File: src/rtl/alu_pkg.sv
// Shared definitions for the ALU operation sequencer.
// Holds the opcode/funct constants of the supported instruction subset, the ALU
// function (af) encodings, the exception cause codes and the sequencer FSM states.
package alu_pkg;

  // Primary opcodes (instr[31:26])
  localparam logic [5:0] OpRType = 6'h00;
  localparam logic [5:0] OpAddi  = 6'h08;
  localparam logic [5:0] OpAddiu = 6'h09;
  localparam logic [5:0] OpSlti  = 6'h0A;
  localparam logic [5:0] OpSltiu = 6'h0B;
  localparam logic [5:0] OpAndi  = 6'h0C;
  localparam logic [5:0] OpOri   = 6'h0D;
  localparam logic [5:0] OpXori  = 6'h0E;
  localparam logic [5:0] OpLui   = 6'h0F;

  // R-type function codes (instr[5:0])
  localparam logic [5:0] FnAdd  = 6'h20;
  localparam logic [5:0] FnAddu = 6'h21;
  localparam logic [5:0] FnSub  = 6'h22;
  localparam logic [5:0] FnSubu = 6'h23;
  localparam logic [5:0] FnAnd  = 6'h24;
  localparam logic [5:0] FnOr   = 6'h25;
  localparam logic [5:0] FnXor  = 6'h26;
  localparam logic [5:0] FnSlt  = 6'h2A;
  localparam logic [5:0] FnSltu = 6'h2B;

  // ALU function selector encodings
  localparam logic [3:0] AfAdd  = 4'b0000;
  localparam logic [3:0] AfAddu = 4'b0001;
  localparam logic [3:0] AfSub  = 4'b0010;
  localparam logic [3:0] AfSubu = 4'b0011;
  localparam logic [3:0] AfAnd  = 4'b0100;
  localparam logic [3:0] AfOr   = 4'b0101;
  localparam logic [3:0] AfXor  = 4'b0110;
  localparam logic [3:0] AfLui  = 4'b0111;
  localparam logic [3:0] AfSlt  = 4'b1010;
  localparam logic [3:0] AfSltu = 4'b1011;

  // Exception cause codes
  localparam logic [1:0] ExcNone     = 2'b00;
  localparam logic [1:0] ExcIllegal  = 2'b01;
  localparam logic [1:0] ExcOverflow = 2'b10;

  typedef enum logic [1:0] {
    StIdle,
    StRead,
    StExec,
    StWb
  } state_e;

endpackage

File: src/rtl/alu_decode.sv
// Combinational instruction decoder.
// Maps opcode/funct to the ALU selector, immediate select, zero-extend select and
// an illegal flag for anything outside the supported subset.
// Ports:
//   opcode, funct : instruction fields instr[31:26], instr[5:0]
//   af            : ALU function selector
//   imm_sel       : 1 selects the 16-bit immediate as second operand
//   zero_ext      : 1 zero-extends the immediate, 0 sign-extends
//   illegal       : unsupported opcode or funct
module alu_decode
  import alu_pkg::*;
(
  input  logic [5:0] opcode,
  input  logic [5:0] funct,
  output logic [3:0] af,
  output logic       imm_sel,
  output logic       zero_ext,
  output logic       illegal
);

  always_comb begin
    af       = AfAdd;
    imm_sel  = 1'b0;
    zero_ext = 1'b0;
    illegal  = 1'b0;
    unique case (opcode)
      OpRType: begin
        unique case (funct)
          FnAdd:   af = AfAdd;
          FnAddu:  af = AfAddu;
          FnSub:   af = AfSub;
          FnSubu:  af = AfSubu;
          FnAnd:   af = AfAnd;
          FnOr:    af = AfOr;
          FnXor:   af = AfXor;
          FnSlt:   af = AfSlt;
          FnSltu:  af = AfSltu;
          default: illegal = 1'b1;
        endcase
      end
      OpAddi:  begin af = AfAdd;  imm_sel = 1'b1; end
      OpAddiu: begin af = AfAddu; imm_sel = 1'b1; end
      OpSlti:  begin af = AfSlt;  imm_sel = 1'b1; end
      OpSltiu: begin af = AfSltu; imm_sel = 1'b1; end
      OpAndi:  begin af = AfAnd;  imm_sel = 1'b1; zero_ext = 1'b1; end
      OpOri:   begin af = AfOr;   imm_sel = 1'b1; zero_ext = 1'b1; end
      OpXori:  begin af = AfXor;  imm_sel = 1'b1; zero_ext = 1'b1; end
      OpLui:   begin af = AfLui;  imm_sel = 1'b1; end
      default: illegal = 1'b1;
    endcase
  end

endmodule

File: src/rtl/alu_op_sequencer.sv
// Multi-cycle sequencer driving an external ALU and register file.
// Flow: IDLE (accept) -> READ (operands, decode) -> EXEC (ALU) -> WB -> IDLE.
// Illegal instructions skip EXEC. Build option: define ALU_OVF_TRAP_EN to turn
// signed overflow on add/sub into an exception (cause 10) with writeback suppressed.
// Ports:
//   clk, rst_n                   : clock, asynchronous active-low reset
//   instr_valid/instr/instr_ready: instruction handshake (ready only in IDLE)
//   rf_raddr_a/b, rf_rdata_a/b   : register-file read (data one cycle after address)
//   alu_af/i/u/imm/srca/srcb     : ALU controls and operands, held during EXEC
//   alu_res/zero/neg/ovf         : ALU result and flags
//   wb_en/wb_addr/wb_data        : register writeback
//   done, exc, exc_cause         : completion and exception report
//   flag_z, flag_n               : registered result flags
module alu_op_sequencer
  import alu_pkg::*;
#(
  parameter int unsigned DW = 32,
  parameter int unsigned AW = 5
) (
  input  logic          clk,
  input  logic          rst_n,
  input  logic          instr_valid,
  input  logic [31:0]   instr,
  output logic          instr_ready,
  output logic [AW-1:0] rf_raddr_a,
  output logic [AW-1:0] rf_raddr_b,
  input  logic [DW-1:0] rf_rdata_a,
  input  logic [DW-1:0] rf_rdata_b,
  output logic [3:0]    alu_af,
  output logic          alu_i,
  output logic          alu_u,
  output logic [15:0]   alu_imm,
  output logic [DW-1:0] alu_srca,
  output logic [DW-1:0] alu_srcb,
  input  logic [DW-1:0] alu_res,
  input  logic          alu_zero,
  input  logic          alu_neg,
  input  logic          alu_ovf,
  output logic          wb_en,
  output logic [AW-1:0] wb_addr,
  output logic [DW-1:0] wb_data,
  output logic          done,
  output logic          exc,
  output logic [1:0]    exc_cause,
  output logic          flag_z,
  output logic          flag_n
);

  state_e        state_q, state_d;
  logic [31:0]   instr_q;
  logic [DW-1:0] srca_q, srcb_q, res_q;
  logic [3:0]    af_q;
  logic          i_q, u_q, illegal_q;
  logic          zero_q, neg_q, ovf_q;
  logic          flag_z_q, flag_n_q;
  logic [1:0]    exc_cause_q;

  logic [3:0]    dec_af;
  logic          dec_i, dec_u, dec_illegal;
  logic          ovf_trap;
  logic [1:0]    cause;
  logic          in_wb;
  logic [31:0]   raddr_src;

  alu_decode u_decode (
    .opcode   (instr_q[31:26]),
    .funct    (instr_q[5:0]),
    .af       (dec_af),
    .imm_sel  (dec_i),
    .zero_ext (dec_u),
    .illegal  (dec_illegal)
  );

  always_comb begin
    state_d = state_q;
    unique case (state_q)
      StIdle:  if (instr_valid) state_d = StRead;
      StRead:  state_d = dec_illegal ? StWb : StExec;
      StExec:  state_d = StWb;
      StWb:    state_d = StIdle;
      default: state_d = StIdle;
    endcase
  end

`ifdef ALU_OVF_TRAP_EN
  assign ovf_trap = ovf_q && ((af_q == AfAdd) || (af_q == AfSub));
`else
  logic unused_ovf;
  assign unused_ovf = ovf_q;
  assign ovf_trap   = 1'b0;
`endif

  // Illegal wins: ovf_q is stale when EXEC was skipped.
  always_comb begin
    cause = ExcNone;
    if (illegal_q)     cause = ExcIllegal;
    else if (ovf_trap) cause = ExcOverflow;
  end

  always_ff @(posedge clk or negedge rst_n) begin
    if (!rst_n) begin
      state_q     <= StIdle;
      instr_q     <= '0;
      srca_q      <= '0;
      srcb_q      <= '0;
      af_q        <= '0;
      i_q         <= 1'b0;
      u_q         <= 1'b0;
      illegal_q   <= 1'b0;
      res_q       <= '0;
      zero_q      <= 1'b0;
      neg_q       <= 1'b0;
      ovf_q       <= 1'b0;
      flag_z_q    <= 1'b0;
      flag_n_q    <= 1'b0;
      exc_cause_q <= ExcNone;
    end else begin
      state_q <= state_d;
      if (state_q == StIdle && instr_valid) instr_q <= instr;
      if (state_q == StRead) begin
        srca_q    <= rf_rdata_a;
        srcb_q    <= rf_rdata_b;
        af_q      <= dec_af;
        i_q       <= dec_i;
        u_q       <= dec_u;
        illegal_q <= dec_illegal;
      end
      if (state_q == StExec) begin
        res_q  <= alu_res;
        zero_q <= alu_zero;
        neg_q  <= alu_neg;
        ovf_q  <= alu_ovf;
      end
      if (state_q == StWb) begin
        exc_cause_q <= cause;
        if (cause == ExcNone) begin
          flag_z_q <= zero_q;
          flag_n_q <= neg_q;
        end
      end
    end
  end

  // In IDLE the address comes straight from the offered word so the register file
  // sees it at the accept edge and returns data during READ.
  assign raddr_src   = (state_q == StIdle) ? instr : instr_q;
  assign rf_raddr_a  = AW'(raddr_src[25:21]);
  assign rf_raddr_b  = AW'(raddr_src[20:16]);

  assign instr_ready = (state_q == StIdle);
  assign in_wb       = (state_q == StWb);

  assign alu_af   = af_q;
  assign alu_i    = i_q;
  assign alu_u    = u_q;
  assign alu_imm  = instr_q[15:0];
  assign alu_srca = srca_q;
  assign alu_srcb = srcb_q;

  assign wb_addr   = i_q ? AW'(instr_q[20:16]) : AW'(instr_q[15:11]);
  assign wb_data   = res_q;
  assign wb_en     = in_wb && (cause == ExcNone) && (wb_addr != '0);
  assign done      = in_wb;
  assign exc       = in_wb && (cause != ExcNone);
  assign exc_cause = in_wb ? cause : exc_cause_q;
  assign flag_z    = flag_z_q;
  assign flag_n    = flag_n_q;

endmodule

File: config.mk
export PLATFORM = sky130hd
export DESIGN_NAME = alu_op_sequencer
export DESIGN_NICKNAME = d
export VERILOG_FILES = /design/src/rtl/alu_pkg.sv /design/src/rtl/alu_decode.sv /design/src/rtl/alu_op_sequencer.sv
export SDC_FILE = /design/constraint.sdc
export NUM_CORES = 1
export LEC_CHECK = 0
export ABC_CLOCK_PERIOD_IN_PS = 2200
export CORE_MARGIN = 8
export CORE_UTILIZATION = 35
export CTS_BUF_LIST = sky130_fd_sc_hd__clkbuf_8
export DETAILED_ROUTE_END_ITERATION = 7
export GPL_ROUTABILITY_DRIVEN = 0
export PLACE_DENSITY = 0.7
export SKIP_LAST_GASP = 1
export SLEW_MARGIN = 25
export SYNTH_ARGS = -nofsm -noshare
export SYNTH_HDL_FRONTEND = slang
export SYNTH_HIERARCHICAL = 1
export SYNTH_SLANG_ARGS = --single-unit
File: constraint.sdc
create_clock -name clk -period 2.2 [get_ports clk]
set_clock_uncertainty 0.1 [all_clocks]
set_input_delay 0.22 -clock clk [delete_from_list [all_inputs] [get_ports clk]]
set_output_delay 0.22 -clock clk [all_outputs]
set_load 0.01 [all_outputs]
# After elaboration in Yosys (flattened, before gate mapping)
# Index checks and enable logic that the tools add are counted.
dict set report totals {
  regBits 143
  input_bits 134
  elab_cells 61
}
dict set report classes {
  eq_ne 21
  muxes 13
  reduce_logical 13
}
# op n
set ops {}
lappend ops {{$pmux W4 S8} 2}
lappend ops {{$eq A6 B6 Y1 const B} 9}
lappend ops {{$eq A6 B4 Y1 const B} 8}
lappend ops {{$mux W26} 1}
lappend ops {{$reduce_or A9 Y1} 1}
lappend ops {{$pmux W2 S4} 1}
lappend ops {{$reduce_or A8 Y1} 1}
lappend ops {{$logic_not A6 Y1} 1}
lappend ops {{$mux W1} 5}
lappend ops {{$mux W5} 1}
lappend ops {{$reduce_bool A5 Y1} 1}
lappend ops {{$eq A2 B2 Y1 const B} 2}
lappend ops {{$logic_and A1 B1 Y1} 4}
lappend ops {{$logic_not A2 Y1} 2}
lappend ops {{$mux W2} 2}
lappend ops {{$reduce_or A3 Y1} 1}
lappend ops {{$eq A2 B1 Y1 const B} 1}
lappend ops {{$ne A2 B2 Y1 const B} 1}
lappend ops {{$pmux W1 S2} 1}
lappend ops {{$reduce_and A2 Y1} 1}
lappend ops {{$reduce_bool A2 Y1} 1}

# Depth between registers and ports, before layout
# Gate-level depths: netlist (run 1).
dict set report depth {
  ltp_word 6
  mapped_depth 6
}

# By module
# The synthesis (run 1) kept the hierarchy.
# module n_inst cells_per_inst area_each_um2 seq_area_each_um2
set by_module_without_submodules {}
lappend by_module_without_submodules {alu_op_sequencer 1 350 5798.1 3578.4}
lappend by_module_without_submodules {alu_decode 1 19 125.1 0.0}

# Worst setup path before layout (run 1)
# No wires, ideal clock.
dict set report synth_path {
  path_kind {flip-flop to output port}
  start {register state_q[0]}
  end {output port rf_raddr_a[0]}
  arrival_time_ns 1.414
  slack_ns 0.466
  path_stages_with_launch 5
  n_path_buf 1
  cell_sequence {dfrtp_1 -> inv_1 -> ha_1 -> buf_2 -> mux2_2}
}
dict set report synth_between {
  elab_chain_len 2
}
# item line
set synth_rtl {}
lappend synth_rtl {{start, declared} alu_op_sequencer.sv:49} ;# state_e state_q, state_d;
lappend synth_rtl {{start signal, assigned} alu_op_sequencer.sv:102} ;# state_q <= StIdle;
lappend synth_rtl {{start signal, assigned} alu_op_sequencer.sv:118} ;# state_q <= state_d;
lappend synth_rtl {{$logic_not A2 Y1} --}
lappend synth_rtl {{net instr_ready} alu_op_sequencer.sv:24} ;# output logic instr_ready,
lappend synth_rtl {{$mux W26} alu_op_sequencer.sv:146} ;# assign raddr_src = (state_q == StIdle) ? instr : instr_q;
lappend synth_rtl {{end, declared} alu_op_sequencer.sv:25} ;# output logic [AW-1:0] rf_raddr_a,
# The timed path passes the listed nets, and every way through them passes these cells.

# Final worst setup path (run 1)
dict set report layout_path {
  start {register state_q[1]}
  end {output port exc_cause[0]}
}
dict set report layout_between {
  elab_chain_len 2
}
# item line
set layout_rtl {}
lappend layout_rtl {{$eq A2 B2 Y1} alu_op_sequencer.sv:151} ;# assign in_wb = (state_q == StWb);
lappend layout_rtl {{$mux W2} --}
lappend layout_rtl {{end, declared} alu_op_sequencer.sv:44} ;# output logic [1:0] exc_cause,
# Every way passes these cells.

==> results of run 1 <==
stage by stage:
| stage | std cells | setup slack, ps | total power [mW] |
|---|---|---|---|
| 6_report | 882 | 102.9 | 14.14 |
| 5_1_grt | 882 | -17.39 | 14.99 |
| 4_1_cts | 880 | -85.31 | 14.36 |
| 3_5_place_dp | 840 | 155.8 | 12.10 |
| 3_3_place_gp | 840 | 206.5 | 11.90 |
| 2_1_floorplan | 369 | 466.5 | 8.461 |
worst max-delay path, delay by kind of cell, from the launching register on:
family,cells,cell delay (ps)
adders and majority gates,1,220
buffers and inverters,2,420
DFF,1,350
muxes,1,360
power groups by stage:
| stage | registers (mW) | clock network [mW] | logic, mW |
|---|---|---|---|
| floorplan | 5.15 | 0 | 3.31 |
| global placement | 4.80 | 0 | 7.10 |
| detailed placement | 4.85 | 0 | 7.25 |
| CTS | 4.82 | 2.24 | 7.30 |
| global route | 4.98 | 2.36 | 7.65 |
| finish | 4.80 | 2.16 | 7.18 |
placed cells by master (no fill, tap or decap), drive strengths merged, types with 5 or more instances in the layout:
cell type        n
clkdlybuf4s50  257
mux2           155
dfrtp          143
buf             25
clkbuf          24
inv              6
a21oi            5
clkinv           5
registers in the layout, summed over array words and instances, names as in the netlist:
name / count
flag_n: 1
illegal_q: 1
alu_srcb: 32
instr_q: 32
alu_af: 4
alu_srca: 32
alu_u: 1
state_q: 2
flag_z: 1
wb_data: 32
exc_cause_q: 2
neg_q: 1
zero_q: 1
alu_i: 1
area by class of cell:
| class | instances | area [um2] |
|---|---|---|
| Timing Repair Buffer | 294 | 2888 |
| Fill cell | 1371 | 7284 |
| Clock inverter | 14 | 166.4 |
| Tap cell | 220 | 275.3 |
| Multi-Input combinational cell | 190 | 2131 |
| Inverter | 3 | 11.26 |
| Clock buffer | 18 | 247.7 |
| Sequential cell | 143 | 3580 |
worst max path at each step:
| stage | startpoint | to | slack (ps) | depth (start not counted) |
|---|---|---|---|---|
| 2_1_floorplan | state_q[0] | rf_raddr_a[0] | 470 | 4 |
| 3_3_place_gp | state_q[0] | rf_raddr_a[4] | 210 | 5 |
| 3_5_place_dp | state_q[0] | rf_raddr_a[4] | 160 | 5 |
| 4_1_cts | state_q[1] | rf_raddr_a[4] | -90 | 6 |
| 5_1_grt | state_q[1] | exc_cause[0] | -20 | 4 |
| 6_report | state_q[1] | exc_cause[0] | 100 | 4 |
cell families after synthesis:
logic type / after synthesis
compound gates: 14
fa+ha+maj: 4
buf+inv: 36
flops: 143
mux: 155
simple gates: 17
repair_timing:
item                                    4_1_cts  5_1_grt
pin swaps                                     0        0
endpoints found under the hold margin        43        0
hold buffers                                  1        0
buffers inserted                              6        2
resized for setup                            35       15
endpoints found under the setup margin       17        9
cloned                                        1        0
layer usage:
metal	wire length, um	part of all wire, %	up-vias
li1	-	-	1845
met1	6811	42	1960
met2	8040	49	179
met3	1306	8.0	15
met4	214	1.3	0
met5	0	0	-
==> impl_metrics.yaml, run 1 <==
synth:
  yosysTopAreaCellShare_pct: 60.41
  synthCells: 369
  synthTopCellsByArea: "dfrtp_1 (60%), mux2_2 (24%), mux2_4 (7.9%)"
  synth_top_family_by_area: "multiplexers"
  synth.mux.area_fraction_pct: 31.43
  synthArstFlopShare_pct: 100.0
  ys_seq_area_share_pct: 60.41
  synth_edf_count: 0
  synth-xor-area-share_pct: 0
  synth_common_cells: "dfrtp_1 (143), mux2_2 (124), mux2_4 (31), buf_4 (16), buf_2 (13)"
  yosysWarnings: 6
  synth-simple-area-share_pct: 1.796
  netlist_area_mm2: 0.005923
  synth_adder_area_share_pct: 0.8450
  yosysMostFrequentCell: "dfrtp_1"
  synth.ff_latch_count: 143
  synth_compound_area_share_pct: 1.542
  syn-num-nets: 507
  yosysTopAreaCell: "dfrtp_1"
  ys.flop_type: "dfrtp_1"
  synth_cell_types: 24
  syn_area_per_cell_um2: 16.05
cells_and_area:
  synthToLayoutAreaGrowth_pct: 56.99
  insertedDiodeCount: 0
  finalInstanceArea_mm2: 0.009299
  finish.utilization_pct: 56.07
  drive_above_1_share_pct: 34.44
  fin_nets: 787
global_routing:
  antenna_found_initial: 0
  grt-busiest-layer: "met2"
  met2_usage_pct: 24.95
  grt_use_met1_pct: 17.94
  grt_util_all_layers_pct: 15.37
  first_global_vias: 4534
  grt_max_degree: 62
  grt_overflow: 0
  grt_pass1_wl_mm: 25.73
  use_met3_pct: 6.768
power_and_ir_drop:
  power.switching_mw: 4.501
  p_int_mw: 9.638
  leakagePower_nw: 3.963
  seqPwrFrac_pct: 33.9
  p_clk_share_pct: 15.3
  combPwrFrac_pct: 50.8
  power.density_mw_per_mm2: 1521
  peakVddDrop_mv: 0.6987
  p_sw_share_pct: 31.83
critical_path:
  critPathSlowestCell: "mux2_2"
  crit_chain: "buf_4 -> ha_2 -> mux2_2 -> dlygate4sd2_1"
  reg2reg_depth: 6
  rrSetupSlack_ps: 290
  worstPathMaxFanout: 5
  cp_data_required_time_ps: 1880
  crit-reg2reg-launch: "state_q[1]"
  crit_type: "reg -> out"
  crit_path_end_kind: "output pin"
  crit_arrival_ps: 1780
  start_kind: "flop"
  critPathMaxStageDelay_ps: 360
  timing.rr.end: "alu_srcb[0]"
routing:
  postRouteAntennaNets: 0
  drt_iter0_drc: 76
  wl_per_cell_um: 18.56
  drcViolationCount: 0
  routed_wl_mm: 16.37
  num_vias: 3999
  viasPerCell: 4.534
  drtPass1Iterations: 4
clock_network:
  clk_latency_ps: 440
  clock-root-buffer: "clkbuf_8"
  htree_levels: 4
  cts-buffers-inserted: 17
  cts_tree: "built"
  clk_pin_slew_ps: 80
  clk_path_buf_depth: 2
  cts_sinks: 143
die:
  dieArea_mm2: 0.02134
  pin_count: 275
  num_rows: 47
  die_height_um: 146.1
  dieWidth_um: 146.1
  start_util_pct: 35.72
  core-area_mm2: 0.01658
sta:
  worst_pin_slew_ps: 466.4
  hold_slack_ps: 200.3
  max_slew_margin_pct: 68.77
  post-route-min-period_ps: 2097
  grt_setup_unrepaired: "yes"
  hold_viol: 0
  fin_crit_sh_pct: 95.32
  drv_slew: 0
  final.setup.tns_ps: 0
  setup_viol: 0
  max_freq_ghz: 0.4769
worst_hold_path:
  worstHoldPathType: "in -> async"
place:
  hpwl_mm: 12.69
  port_buffers: 273
  place_area_mm2: 0.008831
status:
  status: "finished clean"
run:
  maxCapViolCount: 0
(Power assumes the default switching activity.)
==> run 2, diff against run 1 <==
==> constraint.sdc (replaced) <==
create_clock -name clk -period 2.2 [get_ports clk]
set_clock_uncertainty 0.1 [all_clocks]
set_input_delay 0.66 -clock clk [delete_from_list [all_inputs] [get_ports clk]]
set_output_delay 0.66 -clock clk [all_outputs]
set_load 0.01 [all_outputs]
==> impl_metrics.yaml, run 2 (synthesis gave the netlist of run 1 again) <==
sta:
  grt_setup_unrepaired: "yes"
  post-route-min-period_ps: 2464
  max_slew_margin_pct: 68.96
  worst_slack_ps: -264.2
  setup_viol: 16
  worst_pin_slew_ps: 463.6
  hold_viol: 0
  drv_slew: 0
  fin_crit_sh_pct: 112.0
  max_freq_ghz: 0.4058
power_and_ir_drop:
  leakagePower_nw: 4.299
  peakVddDrop_mv: 0.9341
  power.density_mw_per_mm2: 1534
  total_power_mw: 14.82
die:
  die_height_um: 146.1
  pin_count: 275
  core-area_mm2: 0.01658
  dieWidth_um: 146.1
  dieArea_mm2: 0.02134
  start_util_pct: 35.72
  num_rows: 47
status:
  violations: "setup timing"
  status: "finished, violations left"
critical_path:
  critPathMaxStageDelay_ps: 420
  worstPathMaxFanout: 5
  crit_type: "reg -> out"
  cp_num_buf_inv: 3
  crit_arrival_ps: 1700
  start_kind: "flop"
  crit_path_end_kind: "output pin"
  cp_data_required_time_ps: 1440
  cpLargestDelayFamily: "flip-flops"
  critPathSlowestCell: "dfrtp_1"
  crit_chain: "inv_2 -> ha_4 -> buf_16 -> mux2_4 -> buf_6"
routing:
  num_vias: 4139
  routed_wl_mm: 17.00
  postRouteAntennaNets: 0
  drcViolationCount: 0
  drtPass1Iterations: 4
  viasPerCell: 4.619
  wl_per_cell_um: 18.97
  drt_iter0_drc: 116
cells_and_area:
  final_cell_mix: "clkdlybuf4s50_1 (231), dfrtp_1 (142), mux2_2 (109)"
  finalInstanceArea_mm2: 0.009662
  final_cells: 896
  insertedDiodeCount: 0
  drive_above_1_share_pct: 37.57
  fin_nets: 801
  finish.utilization_pct: 58.26
  final_common_cell: "clkdlybuf4s50_1"
  synthToLayoutAreaGrowth_pct: 63.12
clock_network:
  clk_latency_ps: 440
  clk_path_buf_depth: 2
  htree_levels: 4
  cts_sinks: 143
  clk_pin_slew_ps: 80
  cts-buffers-inserted: 17
  clock-root-buffer: "clkbuf_8"
  cts_tree: "built"
global_routing:
  met2_usage_pct: 28.21
  grt_max_degree: 55
  use_met3_pct: 7.046
  grt-busiest-layer: "met2"
  first_global_vias: 4806
  grt_util_all_layers_pct: 16.31
  grt_overflow: 0
  grt_use_met1_pct: 17.45
  grt_pass1_wl_mm: 27.41
  antenna_found_initial: 0
place:
  port_buffers: 273
  place_area_mm2: 0.009014
  hpwl_mm: 13.18
  pre_cts_slack_ps: -409.4
  place_inst: 856
worst_hold_path:
  worstHoldPathType: "reg -> reg"
run:
  maxCapViolCount: 0
==> run 2: cell count changes in the layout (fill, tap and decap cells not counted), sizes merged, moves of 3 or more <==
cell           before  now
buf                25   56
clkbuf             24   21
dlymetal6s2s        1   15
clkdlybuf4s50     257  231
==> run 2: path summary, 6_finish.rpt <==
check	start	to	slack, ps	cells after the start
max	state_q[1]	rf_raddr_b[0]	-260	5
min	wb_data[31]	wb_data[31]	410	1
max reg2reg	state_q[1]	alu_srcb[20]	320	5
min reg2reg	wb_data[31]	wb_data[31]	410	1
max in group asynchronous	rst_n	wb_data[31]	810	3
min in group asynchronous	rst_n	alu_srcb[11]	580	2
==> run 2: metrics by stage <==
step | TNS [ps] | hold slack [ps]
2_1_floorplan | 0 | 264.4
3_3_place_gp | -4292 | 384.8
3_5_place_dp | -4598 | 394.7
4_1_cts | -4020 | 411.5
5_1_grt | -4661 | 424.4
6_report | -3107 | 407.3
==> run 2: worst reg2reg max path, stage by stage (launching register included) <==
cell     delay (ps)
dfrtp_1         420
inv_2            90
buf_4           110
ha_2            450
buf_12          230
mux2_2          360
==> run 2: timing repair <==
action	CTS	global route
pin swaps	2	4
setup endpoints to repair	29	36
endpoints found under the hold margin	30	0
hold buffers	1	0
gates cloned	1	0
buffers inserted	5	4
gates resized for setup	141	23
==> run 2: where the power goes <==
group | internal, mW | total (mW) | switching [mW]
sequential | 3.99 | 4.80 | 0.812
combinational | 5.04 | 7.93 | 2.89
clock | 1.12 | 2.09 | 0.972
total | 10.1 | 14.8 | 4.67
==> run 2: cell type report <==
type | count | area (um2)
fillers | 1325 | 6922
flip-flops and latches | 143 | 3580
repair buffers | 308 | 3178
multi-input cells | 190 | 2213
clock buffers | 21 | 289.0
well taps | 220 | 275.3
clock inverters | 11 | 115.1
inverters | 3 | 11.26
==> run 2: routing by layer <==
layer	wire length, um	vias to the layer above
li1	-	1876
met1	6527	2039
met2	8619	198
met3	1481	26
met4	367	0
met5	0	-
